==> src/rtl/keypad_4x4_scanner.sv <==
// 4x4 matrix keypad scanner: one-cold row drive, 2-FF column sync, sample-point debounce, key code + strobe.
// Latency: 2 sync cycles + wait for row slot sample + (DEBOUNCE_CNT-1) slots + 1 registered cycle.
// Backpressure: none; key_valid is a single-cycle strobe and key_code holds until the next accepted press.
module keypad_4x4_scanner #(
  parameter logic [31:0] SCAN_CLK     = 32'd100000,
  parameter logic [7:0]  DEBOUNCE_CNT = 8'd20
) (
  input  logic       clk,
  input  logic       rst,
  input  logic [3:0] key_col,
  output logic [3:0] key_row,
  output logic [3:0] key_code,
  output logic       key_valid,
  output logic       key_held
);

  // With a single required sample, a press is accepted straight from SCAN
  // and a release straight from PRESSED; no counting state is visited.
  localparam logic ONE_SHOT = (DEBOUNCE_CNT == 8'd1);

  typedef enum logic [1:0] {
    SCAN     = 2'd0,
    DEBOUNCE = 2'd1,
    PRESSED  = 2'd2,
    RELEASE  = 2'd3
  } state_t;

  state_t      state;
  state_t      state_nxt;

  logic [3:0]  col_m;
  logic [3:0]  col_s;
  logic [31:0] slot_cnt;
  logic        sample;

  logic [7:0]  match;
  logic [7:0]  match_nxt;
  logic [7:0]  match_inc;
  logic [3:0]  cand;
  logic [3:0]  cand_nxt;

  logic [3:0]  row_nxt;
  logic [3:0]  row_rot;
  logic [1:0]  row_idx;
  logic [3:0]  code_nxt;
  logic        valid_nxt;
  logic        held_nxt;

  logic        one_low;
  logic [1:0]  col_idx;
  logic [3:0]  cand_pat;

  // Two-flop synchronizer on the raw column pins; idle (all high) out of reset.
  always_ff @(posedge clk or negedge rst) begin
    if (!rst) begin
      col_m <= 4'b1111;
      col_s <= 4'b1111;
    end else begin
      col_m <= key_col;
      col_s <= col_m;
    end
  end

  // Free-running row-slot counter; the last count of each slot is the sample point.
  always_ff @(posedge clk or negedge rst) begin
    if (!rst) begin
      slot_cnt <= 32'd0;
    end else if (sample) begin
      slot_cnt <= 32'd0;
    end else begin
      slot_cnt <= slot_cnt + 32'd1;
    end
  end

  assign sample    = (slot_cnt == (SCAN_CLK - 32'd1));
  assign row_rot   = {key_row[2:0], key_row[3]};
  assign match_inc = match + 8'd1;

  // Decode which row is currently driven low.
  always_comb begin
    row_idx = 2'd0;
    case (key_row)
      4'b1101: row_idx = 2'd1;
      4'b1011: row_idx = 2'd2;
      4'b0111: row_idx = 2'd3;
      default: row_idx = 2'd0;
    endcase
  end

  // Detect exactly one closed column; anything else (none, or ghosting/multi-key) is not a candidate.
  always_comb begin
    one_low = 1'b1;
    col_idx = 2'd0;
    case (col_s)
      4'b1110: col_idx = 2'd0;
      4'b1101: col_idx = 2'd1;
      4'b1011: col_idx = 2'd2;
      4'b0111: col_idx = 2'd3;
      default: one_low = 1'b0;
    endcase
  end

  // Column pattern that confirms the candidate key is still the only one down.
  always_comb begin
    cand_pat = 4'b1111;
    cand_pat[cand[1:0]] = 1'b0;
  end

  // State register.
  always_ff @(posedge clk or negedge rst) begin
    if (!rst) begin
      state <= SCAN;
    end else begin
      state <= state_nxt;
    end
  end

  // Next-state and next-output logic; everything only moves at a sample point,
  // except key_valid which drops back to zero on every non-accepting cycle.
  always_comb begin
    state_nxt = state;
    match_nxt = match;
    cand_nxt  = cand;
    row_nxt   = key_row;
    code_nxt  = key_code;
    valid_nxt = 1'b0;
    held_nxt  = key_held;

    if (sample) begin
      case (state)
        SCAN: begin
          if (one_low) begin
            cand_nxt = {row_idx, col_idx};
            if (ONE_SHOT) begin
              state_nxt = PRESSED;
              match_nxt = 8'd0;
              code_nxt  = {row_idx, col_idx};
              valid_nxt = 1'b1;
              held_nxt  = 1'b1;
            end else begin
              state_nxt = DEBOUNCE;
              match_nxt = 8'd1;
            end
          end else begin
            row_nxt = row_rot;
          end
        end

        DEBOUNCE: begin
          if (col_s == cand_pat) begin
            if (match_inc == DEBOUNCE_CNT) begin
              state_nxt = PRESSED;
              match_nxt = 8'd0;
              code_nxt  = cand;
              valid_nxt = 1'b1;
              held_nxt  = 1'b1;
            end else begin
              match_nxt = match_inc;
            end
          end else begin
            // Bounce or a different key: give up and move on to the next row.
            state_nxt = SCAN;
            match_nxt = 8'd0;
            row_nxt   = row_rot;
          end
        end

        PRESSED: begin
          // Only a fully open row counts as release; extra keys are ignored.
          if (col_s == 4'b1111) begin
            if (ONE_SHOT) begin
              state_nxt = SCAN;
              match_nxt = 8'd0;
              held_nxt  = 1'b0;
              row_nxt   = row_rot;
            end else begin
              state_nxt = RELEASE;
              match_nxt = 8'd1;
            end
          end
        end

        RELEASE: begin
          if (col_s == 4'b1111) begin
            if (match_inc == DEBOUNCE_CNT) begin
              state_nxt = SCAN;
              match_nxt = 8'd0;
              held_nxt  = 1'b0;
              row_nxt   = row_rot;
            end else begin
              match_nxt = match_inc;
            end
          end else begin
            // Release bounce: still the same physical press, so no new strobe.
            state_nxt = PRESSED;
            match_nxt = 8'd0;
          end
        end

        default: begin
          state_nxt = SCAN;
          match_nxt = 8'd0;
        end
      endcase
    end
  end

  // Registered datapath and outputs so the row pins and strobe are glitch-free.
  always_ff @(posedge clk or negedge rst) begin
    if (!rst) begin
      key_row   <= 4'b1110;
      key_code  <= 4'd0;
      key_valid <= 1'b0;
      key_held  <= 1'b0;
      match     <= 8'd0;
      cand      <= 4'd0;
    end else begin
      key_row   <= row_nxt;
      key_code  <= code_nxt;
      key_valid <= valid_nxt;
      key_held  <= held_nxt;
      match     <= match_nxt;
      cand      <= cand_nxt;
    end
  end

endmodule

==> config.mk <==
export PLATFORM = sky130hd
export DESIGN_NAME = keypad_4x4_scanner
export DESIGN_NICKNAME = d
export VERILOG_FILES = /design/src/rtl/keypad_4x4_scanner.sv
export SDC_FILE = /design/constraint.sdc
export NUM_CORES = 1
export LEC_CHECK = 0
export CAP_MARGIN = 20
export CORE_MARGIN = 2
export CORE_UTILIZATION = 59
export CTS_CLUSTER_SIZE = 14
export DETAILED_ROUTE_END_ITERATION = 7
export PLACE_DENSITY_LB_ADDON = 0.12
export SYNTH_ARGS = -nofsm -noshare
export SYNTH_HDL_FRONTEND = slang
export SYNTH_SLANG_ARGS = --single-unit
==> constraint.sdc <==
create_clock -name clk -period 2.8 [get_ports clk]
set_input_delay 0.56 -clock clk [delete_from_list [all_inputs] [get_ports clk]]
set_output_delay 0.56 -clock clk [all_outputs]
set_load 0.02 [all_outputs]
### Word level (Yosys, flattened, before mapping)

Cells that the tools add are included.

| cells by class | value |
|---|---|
| add/sub/neg operators | 2 |
| reduce and logical (&&, ||, !) cells | 11 |
| multiplexer cells | 33 |
| multipliers | 0 |
| shift operators | 0 |
| bitwise operators | 1 |
| divide/modulo/power cells | 0 |
| $lt $le $gt $ge | 2 |
| eq/ne operators | 24 |

Operator list:

| kind | number |
|---|---|
| $mux 8 | 5 |
| $add 32x1->32 const B | 1 |
| $eq 32x17->1 const B | 1 |
| $mux 32 | 1 |
| $pmux 8 s4 | 1 |
| $eq 4x4->1 const B | 6 |
| $mux 4 | 4 |
| $ne 2x2->1 const B | 8 |
| $mux 2 | 6 |
| $pmux 2 s3 | 2 |
| $pmux 4 s3 | 1 |
| $reduce_and 6->1 | 2 |
| $mux 1 | 10 |
| $add 8x1->8 const B | 1 |
| $eq 4x3->1 const B | 2 |
| $eq 8x5->1 const B | 1 |
| $pmux 2 s4 | 1 |
| $ne 3x3->1 const B | 2 |
| $reduce_and 3->1 | 2 |
| $reduce_and 5->1 | 1 |
| $eq 2x2->1 const B | 2 |
| $eq 4x4->1 | 1 |
| $not 4->4 | 1 |
| $reduce_and 4->1 | 1 |
| other kinds (10) | 10 |

| word-level totals | value |
|---|---|
| input bits | 6 |
| memories kept | 0 |
| RAM bits | 0 |
| output and inout port bits | 10 |
| memory bits (read-only) | 0 |
| bits in registers | 64 |
| logic and storage cells | 83 |
| latch bits | 0 |

### Longest topological paths before layout

Gate-level depths: netlist (run 1).

| logic depth | value |
|---|---|
| depth after elaboration | 9 |
| mapped depth | 8 |

### Worst setup path after synthesis (run 1)

Ideal clock, no wire load.

| path | value |
|---|---|
| path kind | reg-to-reg |
| start point | register col_s[3] |
| end point | register key_code[0] |
| period minus slack after synthesis | 2.301 ns |
| arrival time | 2.176 ns |
| path slack | 0.499 ns |
| stages on the path, launching flop included | 8 |
| data required time | 2.675 ns |
| library setup time | 0.125 ns |
| cells stage by stage | dfstp_2 > buf_2 > nand4b_4 > o32a_1 > a211oi_2 > inv_2 > or3_4 > mux2_4 |

| between the ends | value |
|---|---|
| cells in the longest elaborated chain, start to end | 2 |

Ends and longest elaborated chain:

| what | RTL line | text |
|---|---|---|
| start, declared | 32 | `logic [3:0] col_s;` |
| start signal, assigned | 60 | `col_s <= col_m;` |
| $eq 4x4->1 | 150 | `if (col_s == cand_pat) begin` |
| $reduce_and 4->1 (no source line) | n/a |  |
| end signal, assigned | 219 | `key_code <= code_nxt;` |
| end, declared | 12 | `output logic [3:0] key_code,` |

No other way between the ends.
A chain may end at the register's enable or synchronous reset.

### Final worst setup path (run 1)

| path | value |
|---|---|
| start point | register col_s[1] |
| end point | register key_code[3] |

The elaborated chain is that of the path after synthesis.

==> impl_results.md, run 1 <==
* Status: completed
* First DRT Iteration DRCs at 188
* CTS root buf: clkbuf_8
* Number of antenna diodes at 0
* CP Launch Type: register
* Max IR drop VDD at 0.000344 V
* Worst-path fanout max at 11
* Cell family with most CP delay: compound AO/OA/AOI/OAI gates
* Register area at 1620 um2
* Io pins at 16
* Post-CTS Resized at 0
* Crit end category: register
* Slew margin rel. at 63.5%
* CP startpoint: col_s[1]
* Most common cell after layout, fill and taps aside: dfrtp_1
* Routability cong. at 0.874
* Critical path class: reg2reg
* # rows at 26
* I/O Buffers at 15
* Worst min path class: in2async
* Tcrit/Tclk final at 85.3%
* Ys flop type: dfrtp_1
* Final hold vios at 0
* Hold slack at 0.135 ns
* Clk_skew at 0.0113 ns
* Commonest non-fill, non-tap cells in the layout: 53 x dfrtp_1, 29 x nand2_1, 26 x nand3_1
* Vias per cell at 5.89
* Syn Inst Count at 304
* Synth Net Count at 312
* Crit path depth at 6
* LEAKAGE at 0.00157 uW
* Cell Pwr Density at 545 nW/um2
* Initial core utilization at 61.3%
* R2R cell count at 6
* Nets@finish at 333
* Reg-to-reg endpoint: key_code[3]
* H-tree Lvls at 3
* Fillers at 421
* TritonRoute pass-1 iters at 4
* Register area share after synthesis at 51.3%
* Hold-fix buffers, CTS at 0
* Wire per inst at 15.3 um
* Max-cap viol count at 0
* Least-Margin Pin Slew at 0.543 ns
* R2R Setup Slk at 0.41 ns
* Avg Cell Area, Syn at 10.4 um2
* R2r startpoint: col_s[1]
* Tmin final at 2.39 ns
* Crit-path slowest cell: dfstp_2
* Crit-path max cell delay at 0.66 ns
* Final setup TNS at 0 ns
* Antenna violations before repair at 0
* Via Count at 2354
* Crit path to: key_code[3]
* #FFs+latches synth at 64
* # DRC at 0
* TritonCTS Buffers at 9
* Slew Viols, Final at 0
* CTS tree: yes
* Fmax at 419 MHz
* Count of cell types in the netlist at 53
* Clk buf depth at 2
* GRT Total Usage at 22.8%
* Layout area overhead at 14.8%
* Asr flop ratio synth at 100%
* Worst Path Buf+Inv at 1
* Largest net degree at the start of global routing at 27
* Core ar. at 5140 um2
* Die height at 77.1 um
* Worst Path Arrival at 2.62 ns
* Cell area after synthesis at 3150 um2
* Grt ovf at 0
* Number of setup buffers added after CTS at 0
* Area of the multi-input gates at 1470 um2
* RSZ-0062 raised after global routing: no
* Die width at 77.1 um
* Clk_lat worst skew at 0.35 ns
* Die Area at 5940 um2
* Total wire length at 6.12 mm
* Layout cells sized above 1 at 14.5%
* Clock Sinks at 64
* CP cell instances: nand4b_4 > o32a_1 > a211oi_2 > inv_2 > or3_4 > mux2_4
* CP required at 3.03 ns
* Number of global-route vias before repair at 2327
* First-pass GRT wire length at 10.7 mm
* Yosys warning count at 0
* EDFF count, synth at 0
* DP HPWL at 4.15 mm
* Antenna-violating nets left at 0
* Clock transition at path regs at 0.08 ns
* Final setup fails at 0
-- cells in the mapped netlist, types with 4 or more instances --
cell | instances | share of area (%)
o21ai_1 | 9 | 1.4
inv_1 | 7 | 0.83
xor2_1 | 16 | 4.4
nand4_1 | 8 | 1.6
and4_1 | 5 | 1.4
o21ai_0 | 7 | 1.1
dfstp_2 | 11 | 9.2
xnor2_1 | 17 | 4.7
and3_1 | 5 | 0.99
nand3_1 | 26 | 4.1
nor3_1 | 4 | 0.64
nor2_1 | 22 | 2.6
nor4_1 | 9 | 1.8
clkbuf_1 | 5 | 0.60
a21oi_1 | 7 | 1.1
nand2_1 | 29 | 3.5
a2bb2oi_1 | 5 | 1.4
mux2_2 | 4 | 1.4
dfrtp_1 | 53 | 42
-- layer usage --
metal / vias up / track usage [%] / part of all wire (%)
met5: - / 0 / 0
met3: 13 / 4.82 / 4.5
met1: 1134 / 28.9 / 45
met2: 64 / 36.8 / 48
li1: 1143 / - / -
met4: 0 / 12.5 / 2.6
-- cell type report --
type | count | area share, %
well taps | 70 | 2.42
multi-input cells | 223 | 40.5
flip-flops and latches | 64 | 44.6
inverters | 8 | 0.830
repair buffers | 19 | 4.84
clock buffers | 11 | 3.91
clock inverters | 5 | 2.87
-- how the worst min path moves through the flow --
stage,endpoint,startpoint,slack [ns]
6_report,match[5],rst,0.14
5_1_grt,match[5],rst,0.18
4_1_cts,match[5],rst,0.15
3_5_place_dp,col_s[1],col_m[1],0.35
3_3_place_gp,col_s[2],col_m[2],0.35
2_1_floorplan,cand[0],rst,0.26
-- state kept, by name, indices dropped and copies added (netlist names) --
signal and flops:
slot_cnt 32, col_s 4, key_held 1, key_row 4
match 8, key_code 4, col_m 4, cand 4
key_valid 1, state 2
-- logic make-up (layout without fill, tap and decap cells) --
| kind of cell | count (synthesis) | count (layout) | share of synthesized area [%] |
|---|---|---|---|
| DFF | 64 | 64 | 51.3 |
| muxes | 7 | 7 | 2.86 |
| and+or+nand+nor | 139 | 139 | 24.9 |
| AOI/OAI and AO/OA | 42 | 42 | 8.73 |
| adders and majority gates | 2 | 2 | 0.794 |
| buffers and inverters | 17 | 43 | 2.26 |
| xor gates and xnor gates | 33 | 33 | 9.17 |
-- metrics by stage --
step / cell area (um2) / worst slack [ns] / cells / util (%) / power, uW
finish: 3620 / 0.411 / 400 / 70.4 / 1970
global route: 3620 / 0.294 / 400 / 70.4 / 2030
CTS: 3620 / 0.419 / 400 / 70.4 / 1980
detailed placement: 3370 / 0.443 / 384 / 65.6 / 1010
global placement: 3370 / 0.488 / 384 / 65.6 / 1000
floorplan: 3150 / 0.499 / 304 / - / 976
-- power by group --
group          internal [uW]  switching, uW  leakage [uW]
Combinational           15.8           25.5      0.000607
Sequential               935           10.3      0.000841
Clock                    616            371      0.000124
-- worst register-to-register path, delay by kind of cell (launching register included) --
family / cells / cell delay (ns)
AOI/OAI and AO/OA: 2 / 0.67
DFF: 1 / 0.66
and+or+nand+nor: 2 / 0.55
muxes: 1 / 0.31
buffers and inverters: 1 / 0.08
No activity file was read; power rests on OpenSTA's default activity.
==> run 2, diff against run 1 <==
--- a/config.mk
+++ b/config.mk
@@ -6,8 +6,10 @@
 export NUM_CORES = 1
 export LEC_CHECK = 0
 export CAP_MARGIN = 20
+export CELL_PAD_IN_SITES_DETAIL_PLACEMENT = 0
+export CELL_PAD_IN_SITES_GLOBAL_PLACEMENT = 1
 export CORE_MARGIN = 2
-export CORE_UTILIZATION = 59
+export CORE_UTILIZATION = 47
 export CTS_CLUSTER_SIZE = 14
 export DETAILED_ROUTE_END_ITERATION = 7
 export PLACE_DENSITY_LB_ADDON = 0.12
==> run 2 against run 1 <==
The flow now finishes with violations (design-rule violations); critical endpoint is now key_code[0]; sequential share of layout area fell by 0.077 points; setup slack got worse by 0.012 ns; register-to-register slack about the same; global-route usage shrank 3.8 points; clock skew is 0.0012 ns lower; combinational power up 2%; sequential power barely moved.
==> impl_results.md, run 2 (synthesis results as in run 1) <==
* Status: finished with violations
* Failing checks: design-rule violations
* Critical path class: reg2reg
* Via Count at 2266 (-3.7%)
* Number of setup buffers added after CTS at 0 (unchanged)
* TritonCTS Buffers at 9 (unchanged)
* RSZ-0062 raised after global routing: no
* Number of global-route vias before repair at 2275 (-2.2%)
* CP startpoint: col_s[1]
* Number of antenna diodes at 0 (unchanged)
* LEAKAGE at 0.00157 uW (about the same)
* Die Area at 7380 um2 (+24%)
* Slew Viols, Final at 0 (unchanged)
* Hold-fix buffers, CTS at 0 (unchanged)
* Most common cell after layout, fill and taps aside: dfrtp_1
* Antenna violations before repair at 0 (unchanged)
* Vias per cell at 5.57 (-5.4%)
* CP Launch Type: register
* Fmax at 416 MHz (-0.52%)
* R2R Setup Slk at 0.40 ns (about the same)
* Clk_lat worst skew at 0.33 ns (-0.02 ns)
* Max IR drop VDD at 0.000279 V (-19%)
* Post-CTS Resized at 0 (unchanged)
* Die width at 85.9 um (+11%)
* CP required at 3.01 ns (-0.02 ns)
* CTS root buf: clkbuf_8
* Grt ovf at 0 (unchanged)
* Clk_skew at 0.0101 ns (-0.00124 ns)
* Die height at 85.9 um (+11%)
* Met3 routed WL at 205 um (-26%)
* First-pass GRT wire length at 10.9 mm (+2.1%)
* Post-place setup slack at 0.421 ns (-0.0221 ns)
* Nets@finish at 333 (unchanged)
* Slack of the critical path at 0.398 ns (-0.0125 ns)
* Sequential share of power at 50.3% (+2.4 points)
* Placed cells at 391 (+1.8%)
* Final setup TNS at 0 ns (unchanged)
* # rows at 29 (+12%)
* Total wire length at 6.21 mm (+1.5%)
* Routability cong. at 0.825 (-5.6%)
* Least-Margin Pin Slew at 0.542 ns (-0.00135 ns)
* Clock transition at path regs at 0.07 ns (about the same)
* R2R cell count at 6 (unchanged)
* Metal2 WL at 3.01 mm (+3.3%)
* GRT Total Usage at 19.1% (-3.8 points)
* CTS tree: yes
* Tcrit/Tclk final at 85.8% (+0.45 points)
* Commonest non-fill, non-tap cells in the layout: 53 x dfrtp_1, 29 x nand2_1, 26 x nand3_1
* Clk pwr share at 47.4% (-2.6 points)
* Most flops, register: slot_cnt
* H-tree Lvls at 3 (unchanged)
* Int Pwr at 1500 uW (-4.2%)
* Reg-to-reg endpoint: key_code[0]
* Layout area overhead at 15.0%
* Slew margin rel. at 63.7% (+0.29 points)
* Max reg flops at 32 (unchanged)
* Wire per inst at 15.3 um (-0.23%)
* Top layer in use: met4
* Final setup fails at 0 (unchanged)
* Core ar. at 6420 um2 (+25%)
* Max-cap viol count at 0 (unchanged)
* Clock Sinks at 64 (unchanged)
* Worst Path Arrival at 2.61 ns (about the same)
* DP HPWL at 4.38 mm (+5.5%)
* Crit end category: register
* Crit path to: key_code[0]
* Tmin final at 2.40 ns (+0.0125 ns)
* Clk buf depth at 2 (unchanged)
* Cell Count, Final, Fillers Out at 407 (+1.8%)
* Cell Pwr Density at 519 nW/um2 (-4.9%)
* Met1 wire length at 2.93 mm (+5.8%)
* Worst min path class: in2async
* # DRC at 1 (+1)
* Logic gate share of total power at 2.2% (about the same)
* R2r startpoint: col_s[1]
* Switching Share at 20.2% (-0.41 points)
* Layout cells sized above 1 at 14.8% (+0.30 points)
* TritonRoute pass-1 iters at 6 (+2)
* Fillers at 577 (+37%)
* Psw at 380 uW (-6.6%)
* I/O Buffers at 15 (unchanged)
* First DRT Iteration DRCs at 66 (-65%)
* Initial core utilization at 49.1% (-12 points)
* Largest net degree at the start of global routing at 65 (+140%)
* Worst-path fanout max at 11 (unchanged)
* Antenna-violating nets left at 0 (unchanged)
* Biggest regs: slot_cnt x32, match x8
* Io pins at 16 (unchanged)
* Final hold vios at 0 (unchanged)
[run 2: cell count changes in the layout (fill, tap and decap cells not counted), sizes merged]
cell	before	now
bufinv	3	2
clkinv	2	3
[run 2: routing by layer]
layer,GRT usage [%],vias up
met2,30.2,31
met1,24.8,1096
li1,-,1134
met5,0,-
met3,5.49,5
met4,7.36,0
[run 2: final cells by class]
class	count	area (um2)	area share (%)
timing repair buffer	19	188	5.18
clock buffer	11	151	4.18
tap	77	96.3	2.66
multi-input combinational	223	1470	40.4
clock inverter	5	78.8	2.17
sequential	64	1620	44.6
inverter	8	30.0	0.828
[run 2: power groups by stage]
stage	Clock, uW	Combinational [uW]	Sequential, uW
floorplan	0	22.5	954
global placement	0	43.7	962
detailed placement	0	43.7	963
CTS	924	44.1	946
global route	962	49.0	947
finish	892	42.1	946
[run 2: stage by stage]
step / util (%) / hold slack (ns) / total power [uW] / area [um2]
after CTS: 56.4 / 0.230 / 1910 / 3620
final: 56.4 / 0.220 / 1880 / 3620
after global routing: 56.4 / 0.250 / 1960 / 3620
after detailed placement: 52.9 / 0.347 / 1010 / 3390
after floorplan: - / 0.264 / 976 / 3150
after global placement: 52.9 / 0.347 / 1010 / 3390
[run 2: worst min path at each step]
stage | startpoint | slack, ns | end
global route | rst | 0.25 | slot_cnt[5]
CTS | rst | 0.23 | slot_cnt[5]
floorplan | rst | 0.26 | cand[0]
detailed placement | col_m[2] | 0.35 | col_s[2]
finish | rst | 0.22 | slot_cnt[5]
global placement | col_m[2] | 0.35 | col_s[2]
[run 2: critical path: stages, from the launching register on]
cell      delay, ns
dfstp_2        0.66
nand4b_4       0.14
o32a_1         0.35
a211oi_2       0.31
inv_2          0.09
or3_4          0.42
mux2_4         0.31
==> run 3, diff against run 2 <==
--- a/config.mk
+++ b/config.mk
@@ -9,7 +9,8 @@
 export CELL_PAD_IN_SITES_DETAIL_PLACEMENT = 0
 export CELL_PAD_IN_SITES_GLOBAL_PLACEMENT = 1
 export CORE_MARGIN = 2
-export CORE_UTILIZATION = 47
+export CORE_UTILIZATION = 49
+export CTS_BUF_LIST = sky130_fd_sc_hd__clkbuf_4 sky130_fd_sc_hd__clkbuf_8
 export CTS_CLUSTER_SIZE = 14
 export DETAILED_ROUTE_END_ITERATION = 7
 export PLACE_DENSITY_LB_ADDON = 0.12
==> run 3 against run 2 <==
The flow now finishes without violations; clock power shrank 5.2%; highest routed layer unchanged; sequential cell count did not move; critical path type unchanged; sequential share of layout area is 0.37 points higher; first-iteration DRC count rose by 94%; largest cell class unchanged; non-clock buffer count unchanged.
==> impl_results.md, run 3 (synthesis results as in run 1) <==
* Power Total at 1830 uW (-2.6%)
* CTS root buf: clkbuf_8
* First-pass GRT wire length at 11.0 mm (+0.76%)
* Crit-path slowest cell: dfstp_2
* Final hold vios at 0 (unchanged)
* LEAKAGE at 0.00156 uW (-0.70%)
* Status: completed
* Slew margin rel. at 47.7% (-16 points)
* # rows at 29 (unchanged)
* Number of global-route vias before repair at 2326 (+2.2%)
* Antenna violations before repair at 0 (unchanged)
* Clock Sinks at 64 (unchanged)
* Antenna-violating nets left at 0 (unchanged)
* Hold slack at 0.354 ns (+0.133 ns)
* Worst Path Buf+Inv at 1 (unchanged)
* Max reg flops at 32 (unchanged)
* Core ar. at 6280 um2 (-2.3%)
* Worst-path fanout max at 11 (unchanged)
* Number of antenna diodes at 0 (unchanged)
* Most flops, register: slot_cnt
* Hold-fix buffers, CTS at 0 (unchanged)
* RSZ-0062 raised after global routing: no
* Final setup fails at 0 (unchanged)
* Crit end category: register
* Number of setup buffers added after CTS at 0 (unchanged)
* Final setup TNS at 0 ns (unchanged)
* Clk_lat worst skew at 0.35 ns (+0.02 ns)
* Nets@finish at 333 (unchanged)
* First DRT Iteration DRCs at 128 (+94%)
* Die Area at 7090 um2 (-3.9%)
* # DRC at 0 (-1)
* Die width at 84.2 um (-2.0%)
* Worst min path class: reg2reg
* Biggest regs: slot_cnt x32, match x8
* Post-CTS Resized at 0 (unchanged)
* Fmax at 420 MHz (+0.93%)
* Design area at 3590 um2 (-0.83%)
* Commonest non-fill, non-tap cells in the layout: 53 x dfrtp_1, 29 x nand2_1, 26 x nand3_1
* Grt ovf at 0 (unchanged)
* H-tree Lvls at 3 (unchanged)
* CTS tree: yes
* CP cell instances: nand4b_4 > o32a_1 > a211oi_2 > inv_2 > or3_4 > mux2_4
* Dpl cell area at 3380 um2 (-0.37%)
* Least-Margin Pin Slew at 0.784 ns (+0.243 ns)
* Tmin final at 2.38 ns (-0.0222 ns)
* Clk buf depth at 2 (unchanged)
* Via Count at 2284 (+0.79%)
* Wire per inst at 15.2 um (-0.23%)
* Tcrit/Tclk final at 85.0% (-0.79 points)
* Largest net degree at the start of global routing at 65 (unchanged)
* Cell Pwr Density at 509 nW/um2 (-1.8%)
* Placed cells at 391 (unchanged)
* Initial core utilization at 50.2% (+1.1 points)
* TritonRoute pass-1 iters at 4 (-2)
* Max-cap viol count at 0 (unchanged)
* Routability cong. at 0.815 (-1.3%)
* Clk_skew at 0.00876 ns (-0.00130 ns)
* Critical path class: reg2reg
* CP Launch Type: register
* Cell Count, Final, Fillers Out at 407 (unchanged)
* DP HPWL at 4.27 mm (-2.5%)
* GRT Total Usage at 19.5% (+0.43 points)
* Total wire length at 6.20 mm (-0.23%)
* Io pins at 16 (unchanged)
* Most common cell after layout, fill and taps aside: dfrtp_1
* CP required at 3.03 ns (+0.02 ns)
* Cell family with most CP delay: compound AO/OA/AOI/OAI gates
* Max IR drop VDD at 0.000321 V (+15%)
* Slew Viols, Final at 0 (unchanged)
* Die height at 84.2 um (-2.0%)
* Layout cells sized above 1 at 14.8% (unchanged)
* Layout area overhead at 14.1%
* Clock transition at path regs at 0.07 ns (about the same)
* Vias per cell at 5.61 (+0.79%)
* Worst Path Arrival at 2.61 ns (about the same)
* TritonCTS Buffers at 9 (unchanged)
* Crit-path max cell delay at 0.65 ns (about the same)
* I/O Buffers at 15 (unchanged)
-- run 3: per-stage QoR --
step / util, % / worst slack (ns)
floorplan: - / 0.499
global placement: 53.9 / 0.471
detailed placement: 53.9 / 0.456
CTS: 57.3 / 0.422
global route: 57.3 / 0.325
finish: 57.3 / 0.421
-- run 3: cell type report --
type                       instances  area (um2)
timing repair buffer              19         175
fill                             558        2680
clock inverter                     3        40.0
inverter                           8        30.0
sequential                        64        1620
multi-input combinational        223        1470
clock buffer                      13         173
tap                               77        96.3
-- run 3: layer usage --
layer  wire (um)  up-vias  global-route usage [%]
met2        2950       36                    30.2
met4         136        0                    10.6
met3         191       14                    4.03
met5           0        -                       0
li1            -     1129                       -
met1        2920     1105                    25.9
-- run 3: worst paths after layout --
check	from	to	slack, ns	depth (start not counted)
max in group asynchronous	rst	slot_cnt[23]	1.91	2
min	col_m[0]	col_s[0]	0.35	0
max	col_s[1]	key_code[2]	0.42	6
min in group asynchronous	rst	match[7]	0.37	2
min reg2reg	col_m[0]	col_s[0]	0.35	0
max reg2reg	col_s[1]	key_code[2]	0.42	6
-- run 3: report_power, final --
part | internal [uW] | total (uW) | switching (uW)
registers | 935 | 946 | 10.0
logic | 14.9 | 39.6 | 24.7
clock network | 491 | 846 | 355
total | 1440 | 1830 | 390
